==> src/rtl/led_pulse_out.sv <==
// ---------------------------------------------------------------------------
// led_pulse_out
//
// Purpose:
//   Output-side companion to the panel button input block. It stretches
//   single-cycle event pulses into human-visible, active-low LED on-times.
//   A free-running divider produces a slow tick, and each channel stays lit
//   for HOLD ticks after its most recent event.
//
// Parameters:
//   CYCLE : tick period in clk cycles (1250000 gives 40 Hz at 50 MHz)
//   HOLD  : LED on-time in ticks, legal range 1..255
//   NCH   : number of LED channels
//
// Ports:
//   clk    in   1    clock
//   n_rst  in   1    synchronous reset, active-low
//   ev     in   NCH  per-channel event pulse, active-high
//   clr    in   1    synchronous clear of all channels, active-high
//   led_n  out  NCH  registered LED drive, active-low (0 = lit)
//   busy   out  NCH  registered, 1 while the channel is holding
//
// Configuration macro:
//   LED_BLINK_EN : when defined, a holding LED toggles on every counted tick
//                  instead of staying steadily lit.
//
// Handshake: there is none. ev and clr are sampled on every rising clk
//   edge with no back-pressure; an ev held high for several cycles acts as
//   a continuous retrigger.
//
// Observability: per-channel FSM state and remaining tick count live in the
//   packed struct array ch[], which checkers can reach hierarchically.
// ---------------------------------------------------------------------------
module led_pulse_out #(
    parameter int CYCLE = 1250000,
    parameter int HOLD  = 8,
    parameter int NCH   = 3
) (
    input  logic           clk,
    input  logic           n_rst,
    input  logic [NCH-1:0] ev,
    input  logic           clr,
    output logic [NCH-1:0] led_n,
    output logic [NCH-1:0] busy
);

    localparam int CW = $clog2(CYCLE + 1);
    localparam int RW = $clog2(HOLD + 1);

    localparam logic [CW-1:0] CNT_LAST = CW'(CYCLE - 1);
    localparam logic [CW-1:0] CNT_ONE  = CW'(1);
    localparam logic [RW-1:0] REM_LOAD = RW'(HOLD);
    localparam logic [RW-1:0] REM_ONE  = RW'(1);

    typedef enum logic {
        ST_IDLE = 1'b0,
        ST_HOLD = 1'b1
    } ch_state_t;

    typedef struct packed {
        ch_state_t       st;
        logic [RW-1:0]   rem;
    } ch_t;

    logic [CW-1:0] cnt;
    logic          tick;
    ch_t           ch [NCH];

    // ------------------------------------------------------------------
    // Tick divider. It is free-running: neither ev nor clr restarts it,
    // so the phase of an event relative to the tick sets the exact
    // on-time, which ranges from (HOLD-1)*CYCLE+1 to HOLD*CYCLE cycles.
    // ------------------------------------------------------------------
    assign tick = (cnt == CNT_LAST);

    always_ff @(posedge clk) begin
        if (!n_rst) begin
            cnt <= '0;
        end else if (tick) begin
            cnt <= '0;
        end else begin
            cnt <= cnt + CNT_ONE;
        end
    end

    // ------------------------------------------------------------------
    // Per-channel IDLE/HOLD machines. clr has the highest priority, then
    // ev. An ev in the same cycle as a tick reloads rem and does not
    // count that tick, so HOLD full ticks always follow the last event.
    // ------------------------------------------------------------------
    always_ff @(posedge clk) begin
        if (!n_rst) begin
            for (int i = 0; i < NCH; i++) begin
                ch[i].st  <= ST_IDLE;
                ch[i].rem <= '0;
            end
            led_n <= '1;
            busy  <= '0;
        end else begin
            for (int i = 0; i < NCH; i++) begin
                if (clr) begin
                    ch[i].st  <= ST_IDLE;
                    ch[i].rem <= '0;
                    led_n[i]  <= 1'b1;
                    busy[i]   <= 1'b0;
                end else if (ev[i]) begin
                    ch[i].st  <= ST_HOLD;
                    ch[i].rem <= REM_LOAD;
                    led_n[i]  <= 1'b0;
                    busy[i]   <= 1'b1;
                end else if (ch[i].st == ST_HOLD && tick) begin
                    // rem is never 0 while holding, so "not 1" means "> 1".
                    if (ch[i].rem == REM_ONE) begin
                        ch[i].st  <= ST_IDLE;
                        ch[i].rem <= '0;
                        led_n[i]  <= 1'b1;
                        busy[i]   <= 1'b0;
                    end else begin
                        ch[i].rem <= ch[i].rem - REM_ONE;
`ifdef LED_BLINK_EN
                        led_n[i]  <= ~led_n[i];
`else
                        led_n[i]  <= 1'b0;
`endif
                    end
                end
            end
        end
    end

endmodule

==> config.mk <==
export PLATFORM = sky130hd
export DESIGN_NAME = led_pulse_out
export DESIGN_NICKNAME = d
export VERILOG_FILES = /design/src/rtl/led_pulse_out.sv
export SDC_FILE = /design/constraint.sdc
export NUM_CORES = 1
export LEC_CHECK = 0
export BUFFER_PORTS_ARGS = -buffer_cell sky130_fd_sc_hd__clkbuf_2
export CAP_MARGIN = 30
export CORE_MARGIN = 10
export CORE_UTILIZATION = 45
export DETAILED_ROUTE_END_ITERATION = 7
export GPL_TIMING_DRIVEN = 0
export PLACE_DENSITY = 0.67
export REMOVE_ABC_BUFFERS = 1
export SYNTH_ARGS = -nofsm -noshare
export SYNTH_HDL_FRONTEND = slang
export SYNTH_SLANG_ARGS = --single-unit
==> constraint.sdc <==
create_clock -name clk -period 2.6 [get_ports clk]
set_input_delay 0.26 -clock clk [delete_from_list [all_inputs] [get_ports clk]]
set_output_delay 0.26 -clock clk [all_outputs]
set_load 0.1 [all_outputs]
==> results.txt, run 1 <==
----------------------------------------------------
[Worst setup path]
  R2r startpoint ... cnt[9]
  Nature of the critical path endpoint ... register
  Cell-by-cell trace of the critical path ... or4b_4 > nor4_4 > and3_1 > nand2b_1
  Reg-to-reg slack, setup ... 270 ps
  Class of the most critical setup path ... register to register
  Maximum fanout along the worst path ... 12
  Depth of the worst register-to-register path ... 4
  Buffer and inverter count on the worst path ... 0
  CP peak stage delay ... 570 ps
  Endpoint required time on the critical path ... ~2600 ps
  Data arrival at the endpoint of the critical path ... about 2300 ps
  Reg-to-reg critical path endpoint ... ch[0][1]
  Cell with the biggest individual delay on the critical path ... nor4_4
  Startpoint types ... register
  CP top delay family ... simple AND/OR/NAND/NOR gates

[Global route]
  Number of antenna violations at the first check in global routing ... 0
  Total track usage ... 11.3%
  First-pass GRT wire length ... 7.19 mm
  Largest net degree at the start of global routing ... 21
  Vias in the first global route ... about 1,600
  Gr ovfl total ... 0

[Die]
  Placement row count ... 25
  Number of ports placed on the die boundary ... 12
  Y dimension of the die ... ~90 µm
  Initial core utilization ... a little under half
  Die Footprint ... approximately 8000 µm²
  Width of the chip ... just under 90 µm
  Placeable core region ... around 4700 µm²

[Power and ir drop]
  Peak supply drop ... around 0.00028 V
  P_leak ... around 0.00086 µW
  Power density over the cells ... between 500 and 600 nW/µm²

[Layout]
  Nets@finish ... 254
  Highest-count cells in the layout ignoring fill and taps ... nor2_1 (34), dfxtp_1 (28), inv_1 (14), edfxtp_1 (14)
  Share of cells above drive strength 1 ... between 10% and 20%
  Reg area ... approximately 980 µm²
  Combined area of the multi-input logic cells ... ~1100 µm²
  Commonest non-fill, non-tap cell in the layout ... nor2_1
  Fillcell total ... between 400 and 500
  Antenna diode count ... 0
  Final Instance Area ... between 2000 and 2500 µm²
  Area delta synth->final ... 9.03%

[Timing]
  Final hold vios ... 0
  Final Setup Violations ... 0
  Accumulated negative setup slack ... 0 ps
  Ratio of final minimum period to clock period ... 89.5%
  Max Transition Viols Final ... 0
  Clk_skew ... 11.8 ps
  Peak Freq ... around 430 MHz
  Tightest slew margin relative to the limit ... a little under three fifths
  Slew at the pin closest to its max-slew limit ... ~640 ps
  Unrepaired setup endpoints after global routing ... no
  Minimum clock period after layout ... approximately 2300 ps

[Synthesis]
  Area fraction of the dominant cell type after synthesis ... 25.9%
  Asr flop ratio synth ... 0%
  Leading post-synthesis cells by cell area ... dfxtp_1 (26%), edfxtp_1 (19%), nor2_1 (5.9%), ha_1 (4.1%), xnor2_1 (3.6%)
  Cell accounting for the most synthesized area ... dfxtp_1
  Predominant post-synthesis flop cell ... dfxtp_1
  Sequential cell area fraction in the yosys report ... 45.4%
  Synth Cell Area ... ~2200 µm²
  Syn. warnings ... 0
  Synth Area per Inst ... around 9.4 µm²
  Unique cell type count in the Yosys netlist ... between 40 and 50
  Flops & latches, synth ... 42
  Mapped Cells ... between 200 and 250
  Count of flip-flops with a built-in enable after synthesis ... 14

[Detailed routing]
  Mean number of vias per cell ... about 5.6
  1st-pass router iterations ... 5
  Average wire length per cell after detail routing ... roughly 14 µm
  Total DRC errors in the routed layout ... 0
  Number of DRC violations after detailed-routing iteration 0 ... between 80 and 90
  Top layer used by detailed routing ... met4
  Total number of vias ... about 1,700
  Overall routed net length ... 4.13 mm
  Wire length on met3 ... 125 µm
  Total met2 wirelength after detailed routing ... roughly 1.9 mm
  M1 wire length ... between 2 and 2.5 mm
  Final antenna-violating net count ... 0

[Clocking]
  Clock tree buffer depth ... 2
  Clock network latency to the later pin of the worst-skew pair ... about 300 ps
  Post-CTS clock slew at the launch and capture registers of the worst setup and hold paths ... roughly 80 ps
  Total clock sinks ... 42
  Post-CTS Setup Inserts ... 0
  Clock tree from TritonCTS ... done
  Clock Root Buffer ... clkbuf_8
  Number of clock buffers inserted by TritonCTS ... 5
  Hold_buf cts ... 0
  Number of H-tree levels ... 2
  Resized cells post-CTS ... 0

[Place]
  Final RePlAce weighted congestion ... between 0.7 and 0.8
  Input/output buffers ... 11
  Post-detail-place hpwl ... ~3 mm
  Dpl cell area ... roughly 2200 µm²

[Run]
  Max-cap check violation count ... 0

[Worst hold path]
  Count of cells along the worst hold path ... 2
  Hold Startpoint ... n_rst
  Hold worst-path end ... cnt[2]
  Path type of the worst min-delay path ... input port to register

[Outcome]
  Status ... finished, final reports clean

----------------------------------------------------
==> kinds of logic after synthesis <==
| kind of cell | share of synthesized area, % |
|---|---|
| fa+ha+maj | 4.05 |
| mux | 1.04 |
| flops | 45.4 |
| simple gates | 29.9 |
| xor+xnor | 6.48 |
| compound gates | 9.03 |
| buf+inv | 4.11 |
==> Yosys cell counts (3+ instances only) <==
| master | instances |
|---|---|
| nand2b_1 | 5 |
| and3_1 | 4 |
| nor3_1 | 7 |
| nand2_1 | 12 |
| o21ai_0 | 5 |
| edfxtp_1 | 14 |
| nand3_1 | 7 |
| and2_1 | 3 |
| xnor2_1 | 9 |
| and4_1 | 4 |
| or4_1 | 3 |
| nor2_1 | 34 |
| clkbuf_1 | 4 |
| nor4_1 | 4 |
| dfxtp_1 | 28 |
| inv_1 | 14 |
| ha_1 | 7 |
| or3_1 | 4 |
| nand4_1 | 12 |
| xor2_1 | 7 |
| a21oi_1 | 12 |
==> power breakdown <==
part / switching [µW] / internal (µW) / leakage [µW]
Combinational: 71.1 / 30.5 / 0.000411
Clock: 224 / 283 / 0.0000579
Sequential: 15.5 / 696 / 0.000390
==> state kept, by name (all words and copies together) (netlist names) <==
name,cells
led_n,3
cnt,21
ch,15
busy,3
==> per-stage QoR <==
step / power (µW) / std cells / util (%) / hold slack [ps] / setup slack [ps]
6_report: 1320 / 296 / 50.2 / 218 / 273
5_1_grt: 1370 / 296 / 50.2 / 231 / 142
4_1_cts: 1330 / 296 / 50.2 / 215 / 287
3_5_place_dp: 829 / 288 / 47.9 / 468 / 292
3_3_place_gp: 826 / 288 / 47.9 / 454 / 327
2_1_floorplan: 803 / 223 / - / 382 / 580
==> final cells by class <==
type / instances / share of cell area [%]
Clock inverter: 3 / 1.70
Timing Repair Buffer: 11 / 2.34
Inverter: 14 / 2.23
Multi-Input combinational cell: 167 / 46.3
Clock buffer: 5 / 2.92
Tap cell: 54 / 2.87
Sequential cell: 42 / 41.6
==> per-layer routing <==
layer	GRT usage, %	vias up
met1	13.6	794
met5	0	-
met3	2.92	6
met2	18.8	18
li1	-	850
met4	4.34	0
==> worst max-delay path by stage <==
stage                      start       end  cells past startpoint
after floorplan           cnt[8]  ch[0][5]                      4
after global placement    cnt[9]  ch[0][6]                      4
after detailed placement  cnt[9]  ch[0][8]                      4
after CTS                 cnt[9]  ch[0][0]                      4
after global routing      cnt[9]  ch[0][2]                      4
final                     cnt[9]  ch[0][1]                      4
(Power assumes the default switching activity.)
==> run 2, diff against run 1 <==
--- a/config.mk
+++ b/config.mk
@@ -7,11 +7,12 @@
 export LEC_CHECK = 0
 export BUFFER_PORTS_ARGS = -buffer_cell sky130_fd_sc_hd__clkbuf_2
 export CAP_MARGIN = 30
+export CORE_ASPECT_RATIO = 0.8
 export CORE_MARGIN = 10
-export CORE_UTILIZATION = 45
+export CORE_UTILIZATION = 58
 export DETAILED_ROUTE_END_ITERATION = 7
 export GPL_TIMING_DRIVEN = 0
-export PLACE_DENSITY = 0.67
+export PLACE_DENSITY = 0.76
 export REMOVE_ABC_BUFFERS = 1
 export SYNTH_ARGS = -nofsm -noshare
 export SYNTH_HDL_FRONTEND = slang
==> run 2 against run 1 <==
  * Clock power shrank 17%
  * Final cell count shrank 4.1%
  * Count of clock-buffer cells in the layout grew 1
  * Utilization grew 16 points
  * Sequential share of layout area grew 0.61 points
  * First-iteration DRC count grew 96%
  * Power shrank 6.4%
  * Via count shrank 1.1%
  * Largest cell class unchanged
==> results.txt, run 2 (same netlist as run 1, synthesis figures left out) <==
----------------------------------------------------
[Outcome]
  Status ... finished, final reports clean (unchanged)

[Timing]
  Tightest slew margin relative to the limit ... 56.3% (was 57.2%)
  Final Setup Violations ... 0 (unchanged)
  Unrepaired setup endpoints after global routing ... no (unchanged)
  Minimum clock period after layout ... 2340 ps (was 2330 ps)
  Max Transition Viols Final ... 0 (unchanged)
  Clk_skew ... 6.48 ps (was 11.8 ps)
  Slew at the pin closest to its max-slew limit ... 651 ps (was 638 ps)
  WHS ... 214 ps (was 218 ps)
  Accumulated negative setup slack ... 0 ps (unchanged)
  Final hold vios ... 0 (unchanged)
  Ratio of final minimum period to clock period ... 89.9% (was 89.5%)
  Peak Freq ... 428 MHz (was 430 MHz)

[Global route]
  First-pass GRT wire length ... 7.02 mm (was 7.19 mm)
  Largest net degree at the start of global routing ... 21 (unchanged)
  Gr ovfl total ... 0 (unchanged)
  Number of antenna violations at the first check in global routing ... 0 (unchanged)
  Vias in the first global route ... 1,436 (was 1,608)
  Total track usage ... 13.4% (was 11.3%)

[Clocking]
  Resized cells post-CTS ... 0 (unchanged)
  Total clock sinks ... 42 (unchanged)
  Number of clock buffers inserted by TritonCTS ... 5 (unchanged)
  Hold_buf cts ... 0 (unchanged)
  Post-CTS Setup Inserts ... 0 (unchanged)
  Post-CTS clock slew at the launch and capture registers of the worst setup and hold paths ... 80 ps (about the same)
  Clock tree buffer depth ... 2 (unchanged)
  Number of H-tree levels ... 2 (unchanged)
  Clock Root Buffer ... clkbuf_8 (unchanged)
  Clock tree from TritonCTS ... done (unchanged)
  Clock network latency to the later pin of the worst-skew pair ... 290 ps (was 300 ps)

[Power and ir drop]
  Peak supply drop ... 0.000483 V (was 0.000279 V)
  Power density over the cells ... 532 nW/µm² (was 560 nW/µm²)
  P_leak ... 0.000847 µW (was 0.000859 µW)

[Die]
  Number of ports placed on the die boundary ... 12 (unchanged)
  Placeable core region ... 3520 µm² (was 4690 µm²)
  Die Footprint ... 6590 µm² (was 7980 µm²)
  Placement row count ... 19 (was 25)
  Width of the chip ... 88.3 µm (was 89.3 µm)
  Initial core utilization ... 61.5% (was 46.1%)
  Y dimension of the die ... 74.6 µm (was 89.3 µm)

[Place]
  Input/output buffers ... 11 (unchanged)
  Post-detail-place hpwl ... 2.91 mm (was 3.00 mm)
  Final RePlAce weighted congestion ... 0.857 (was 0.775)

[Worst hold path]
  Hold worst-path end ... cnt[2] (unchanged)
  Hold Startpoint ... n_rst (unchanged)
  Count of cells along the worst hold path ... 2 (unchanged)
  Path type of the worst min-delay path ... input port to register (unchanged)

[Detailed routing]
  Average wire length per cell after detail routing ... 14.2 µm (was 13.9 µm)
  Final antenna-violating net count ... 0 (unchanged)
  Overall routed net length ... 4.04 mm (was 4.13 mm)
  Total DRC errors in the routed layout ... 0 (unchanged)
  Number of DRC violations after detailed-routing iteration 0 ... 165 (was 84)
  Total number of vias ... 1,650 (was 1,668)
  1st-pass router iterations ... 5 (unchanged)
  Mean number of vias per cell ... 5.81 (was 5.64)

[Worst setup path]
  R2r startpoint ... cnt[9] (unchanged)
  Nature of the critical path endpoint ... register (unchanged)
  Class of the most critical setup path ... register to register (unchanged)
  Startpoint types ... register (unchanged)
  Reg-to-reg slack, setup ... 260 ps (was 270 ps)
  Reg-to-reg critical path endpoint ... ch[0][6] (was ch[0][1])
  Depth of the worst register-to-register path ... 4 (unchanged)
  Endpoint required time on the critical path ... 2590 ps (about the same)
  Maximum fanout along the worst path ... 12 (unchanged)
  Data arrival at the endpoint of the critical path ... 2330 ps (was 2320 ps)

[Layout]
  Largest registers ranked by flip-flop count ... cnt: 21 flops, ch: 15 flops (unchanged)
  Antenna diode count ... 0 (unchanged)
  Flip-flop count of the largest register after layout ... 21 (unchanged)
  Fillcell total ... 309 (was 440)
  Share of cells above drive strength 1 ... 12.0% (was 12.8%)
  Commonest non-fill, non-tap cell in the layout ... nor2_1 (unchanged)
  Register containing the most flip-flops in the final layout ... cnt (unchanged)
  Area delta synth->final ... 7.47% (was 9.03%)
  Nets@finish ... 254 (unchanged)
  Highest-count cells in the layout ignoring fill and taps ... nor2_1 (34), dfxtp_1 (28), inv_1 (14), edfxtp_1 (14) (unchanged)

[Run]
  Max-cap check violation count ... 0 (unchanged)

----------------------------------------------------
-- run 2: changes by cell type in the layout (fill, tap and decap cells not counted) --
cell,change
clkinv_1,+2
clkinv_2,-2
bufinv_16,-1
clkbuf_8,+1
-- run 2: worst max-delay path by stage --
stage,startpoint,endpoint,slack [ps],cells past startpoint
detailed placement,cnt[9],ch[0][6],270,4
finish,cnt[9],ch[0][6],260,4
CTS,cnt[9],ch[0][6],270,4
global route,cnt[9],ch[0][2],110,4
floorplan,cnt[8],ch[0][5],580,4
global placement,cnt[9],ch[0][6],290,4
-- run 2: worst max-delay path, stage by stage, from the launching register on --
cell	delay, ps
dfxtp_1	410
or4b_4	520
nor4_4	580
and3_1	300
nand2b_1	230
-- run 2: layer usage --
layer	vias up	part of all wire, %	track usage [%]
met2	38	41	18.0
met1	754	52	19.5
met4	0	0.50	3.76
met5	-	0	0
li1	856	-	-
met3	2	5.9	4.85
-- run 2: report_power, final --
part | internal (µW) | switching (µW)
Clock | 209 | 214
Sequential | 696 | 15.4
Combinational | 30.3 | 71.3
Total | 935 | 301
-- run 2: metrics by stage --
step / cell area, µm² / util, % / setup slack (ps) / power [µW] / cells
after floorplan: 2130 / - / 580 / 803 / 223
after global placement: 2230 / 63.5 / 287 / 827 / 276
after detailed placement: 2230 / 63.5 / 274 / 828 / 276
after CTS: 2320 / 66.0 / 268 / 1250 / 284
after global routing: 2320 / 66.0 / 110 / 1290 / 284
final: 2320 / 66.0 / 262 / 1240 / 284
-- run 2: final cells by class --
class	instances	area, µm²	area share, %
repair buffers	11	55.1	2.37
multi-input cells	167	1090	47.0
clock buffers	6	82.6	3.55
well taps	42	52.6	2.26
clock inverters	2	7.51	0.323
flip-flops and latches	42	981	42.2
inverters	14	52.6	2.26
==> run 3, diff against run 2 <==
--- a/config.mk
+++ b/config.mk
@@ -13,7 +13,6 @@
 export DETAILED_ROUTE_END_ITERATION = 7
 export GPL_TIMING_DRIVEN = 0
 export PLACE_DENSITY = 0.76
-export REMOVE_ABC_BUFFERS = 1
 export SYNTH_ARGS = -nofsm -noshare
 export SYNTH_HDL_FRONTEND = slang
 export SYNTH_SLANG_ARGS = --single-unit
==> run 3 against run 2 <==
  * Global-route usage rose by 0.86 points
  * Via count rose by 2.3%
  * Routed wire length rose by 7.8%
  * Final cell count rose by 2.5%
  * Flip-flop and latch count did not move
  * Maximum frequency rose by 8.0%
  * First-iteration DRC count fell by 35%
  * Final area rose by 1.6%
  * Worst hold slack improved by 24 ps
  * Sequential power barely moved
  * Register-to-register slack improved by 170 ps
  * Sequential share of layout area fell by 0.67 points
==> results.txt, run 3 (same netlist as run 1, synthesis figures left out) <==
----------------------------------------------------
[Layout]
  Register containing the most flip-flops in the final layout ... cnt (unchanged)
  Largest registers ranked by flip-flop count ... cnt: 21 flops, ch: 15 flops (unchanged)
  Share of cells above drive strength 1 ... 13.3% (was 12.0%)
  Commonest non-fill, non-tap cell in the layout ... nor2_1 (unchanged)
  Antenna diode count ... 0 (unchanged)
  Nets@finish ... 261 (was 254)
  Flip-flop count of the largest register after layout ... 21 (unchanged)
  Area delta synth->final ... 9.20% (was 7.47%)
  Highest-count cells in the layout ignoring fill and taps ... nor2_1 (34), dfxtp_1 (28), inv_1 (14), edfxtp_1 (14) (unchanged)
  Fin cells ... 291 (was 284)
  Final core area utilization ... 67.1% (was 66.0%)

[Timing]
  Unrepaired setup endpoints after global routing ... no (unchanged)
  Peak Freq ... 462 MHz (was 428 MHz)
  Minimum clock period after layout ... 2170 ps (was 2340 ps)
  Max Transition Viols Final ... 0 (unchanged)
  Ratio of final minimum period to clock period ... 83.3% (was 89.9%)
  Clk_skew ... 8.13 ps (was 6.48 ps)
  Final Setup Violations ... 0 (unchanged)
  Tightest slew margin relative to the limit ... 63.6% (was 56.3%)
  Slew at the pin closest to its max-slew limit ... 539 ps (was 651 ps)
  Accumulated negative setup slack ... 0 ps (unchanged)
  Final hold vios ... 0 (unchanged)

[Clocking]
  Resized cells post-CTS ... 0 (unchanged)
  Clock tree from TritonCTS ... done (unchanged)
  Number of clock buffers inserted by TritonCTS ... 5 (unchanged)
  Hold_buf cts ... 0 (unchanged)
  Clock network latency to the later pin of the worst-skew pair ... 300 ps (was 290 ps)
  Number of H-tree levels ... 2 (unchanged)
  Total clock sinks ... 42 (unchanged)
  Post-CTS Setup Inserts ... 0 (unchanged)
  Post-CTS clock slew at the launch and capture registers of the worst setup and hold paths ... 80 ps (about the same)
  Clock Root Buffer ... clkbuf_8 (unchanged)
  Clock tree buffer depth ... 2 (unchanged)

[Worst setup path]
  Endpoint required time on the critical path ... 2590 ps (about the same)
  CP peak stage delay ... 580 ps (about the same)
  Cell with the biggest individual delay on the critical path ... or4b_4 (was nor4_4)
  Nature of the critical path endpoint ... register (unchanged)
  R2r startpoint ... cnt[8] (was cnt[9])
  Cell-by-cell trace of the critical path ... or4b_4 > nor4_4 > buf_6 > and3_1 > nand2b_1 (was or4b_4 > nor4_4 > and3_1 > nand2b_1)
  End point of the critical path ... ch[0][6] (unchanged)
  Reg-to-reg critical path endpoint ... ch[0][6] (unchanged)
  Maximum fanout along the worst path ... 10 (was 12)
  Class of the most critical setup path ... register to register (unchanged)
  Reg-to-reg slack, setup ... 430 ps (was 260 ps)
  Depth of the worst register-to-register path ... 5 (was 4)
  Data arrival at the endpoint of the critical path ... 2160 ps (was 2330 ps)
  Startpoint types ... register (unchanged)
  Launch point of the critical path ... cnt[8] (was cnt[9])

[Detailed routing]
  Mean number of vias per cell ... 5.80 (was 5.81)
  Number of DRC violations after detailed-routing iteration 0 ... 107 (was 165)
  Final antenna-violating net count ... 0 (unchanged)
  Total DRC errors in the routed layout ... 0 (unchanged)
  Average wire length per cell after detail routing ... 15.0 µm (was 14.2 µm)
  1st-pass router iterations ... 4 (was 5)
  Overall routed net length ... 4.35 mm (was 4.04 mm)
  Total number of vias ... 1,688 (was 1,650)

[Place]
  Input/output buffers ... 11 (unchanged)
  Post-detail-place hpwl ... 3.32 mm (was 2.91 mm)
  Placed cell count ... 283 (was 276)
  Final RePlAce weighted congestion ... 0.874 (was 0.857)

[Global route]
  Total track usage ... 14.3% (was 13.4%)
  First-pass GRT wire length ... 7.38 mm (was 7.02 mm)
  Gr ovfl total ... 0 (unchanged)
  Vias in the first global route ... 1,507 (was 1,436)
  Number of antenna violations at the first check in global routing ... 0 (unchanged)
  Largest net degree at the start of global routing ... 13 (was 21)

[Die]
  Die Footprint ... 6590 µm² (unchanged)
  Placeable core region ... 3520 µm² (unchanged)
  Placement row count ... 19 (unchanged)
  Number of ports placed on the die boundary ... 12 (unchanged)
  Y dimension of the die ... 74.6 µm (unchanged)
  Width of the chip ... 88.3 µm (unchanged)
  Initial core utilization ... 61.5% (unchanged)

[Run]
  Max-cap check violation count ... 0 (unchanged)

[Worst hold path]
  Path type of the worst min-delay path ... input port to register (unchanged)

[Power and ir drop]
  Peak supply drop ... 0.000375 V (was 0.000483 V)
  P_leak ... 0.000868 µW (was 0.000847 µW)
  Overall Power ... 1250 µW (was 1240 µW)
  Power density over the cells ... 529 nW/µm² (was 532 nW/µm²)

[Outcome]
  Status ... finished, final reports clean (unchanged)

[Synthesis]
  Post-synth net total ... 243

----------------------------------------------------
[run 3: changes by cell type in the layout (fill, tap and decap cells not counted)]
cell and change:
buf_6 +1, clkinv_2 +1, clkbuf_1 +5, clkinv_1 -2, buf_2 +2
[run 3: cell type report]
class,instances,area [µm²]
clock buffer,7,86.3
tap,42,52.6
fill,305,1160
sequential,42,981
inverter,14,52.6
clock inverter,1,5.00
multi-input combinational,167,1090
buffer,7,36.3
timing repair buffer,11,55.1
[run 3: where the power goes]
group	switching, µW	internal, µW
combinational	73.9	31.9
clock	217	214
sequential	15.7	696
[run 3: worst min path at each step]
stage / from / slack (ps) / end / depth (start not counted)
floorplan: n_rst / 380 / cnt[2] / 1
global placement: cnt[0] / 460 / cnt[0] / 1
detailed placement: cnt[0] / 470 / cnt[0] / 1
CTS: ev[1] / 240 / led_n[1] / 2
global route: ev[1] / 240 / led_n[1] / 2
finish: n_rst / 240 / cnt[2] / 2
[run 3: per-layer routing]
metal  global-route usage [%]  share of wire, %  up-vias
met2                     19.0                41       42
met4                     6.26               1.4        0
met3                     3.88               6.3        7
li1                         -                 -      868
met1                     20.8                51      771
met5                        0                 0        -
[run 3: stage by stage]
step,worst slack [ps],hold slack (ps),instance area [µm²]
after detailed placement,448,466,2270
final,434,237,2360
after floorplan,650,382,2160
after global routing,332,239,2360
after global placement,463,456,2270
after CTS,435,235,2360
[run 3: worst max-delay path, delay by kind of cell, from the launching register on]
family / cells / cell delay, ps
and+or+nand+nor: 4 / 1320
DFF: 1 / 350
buffers and inverters: 1 / 190
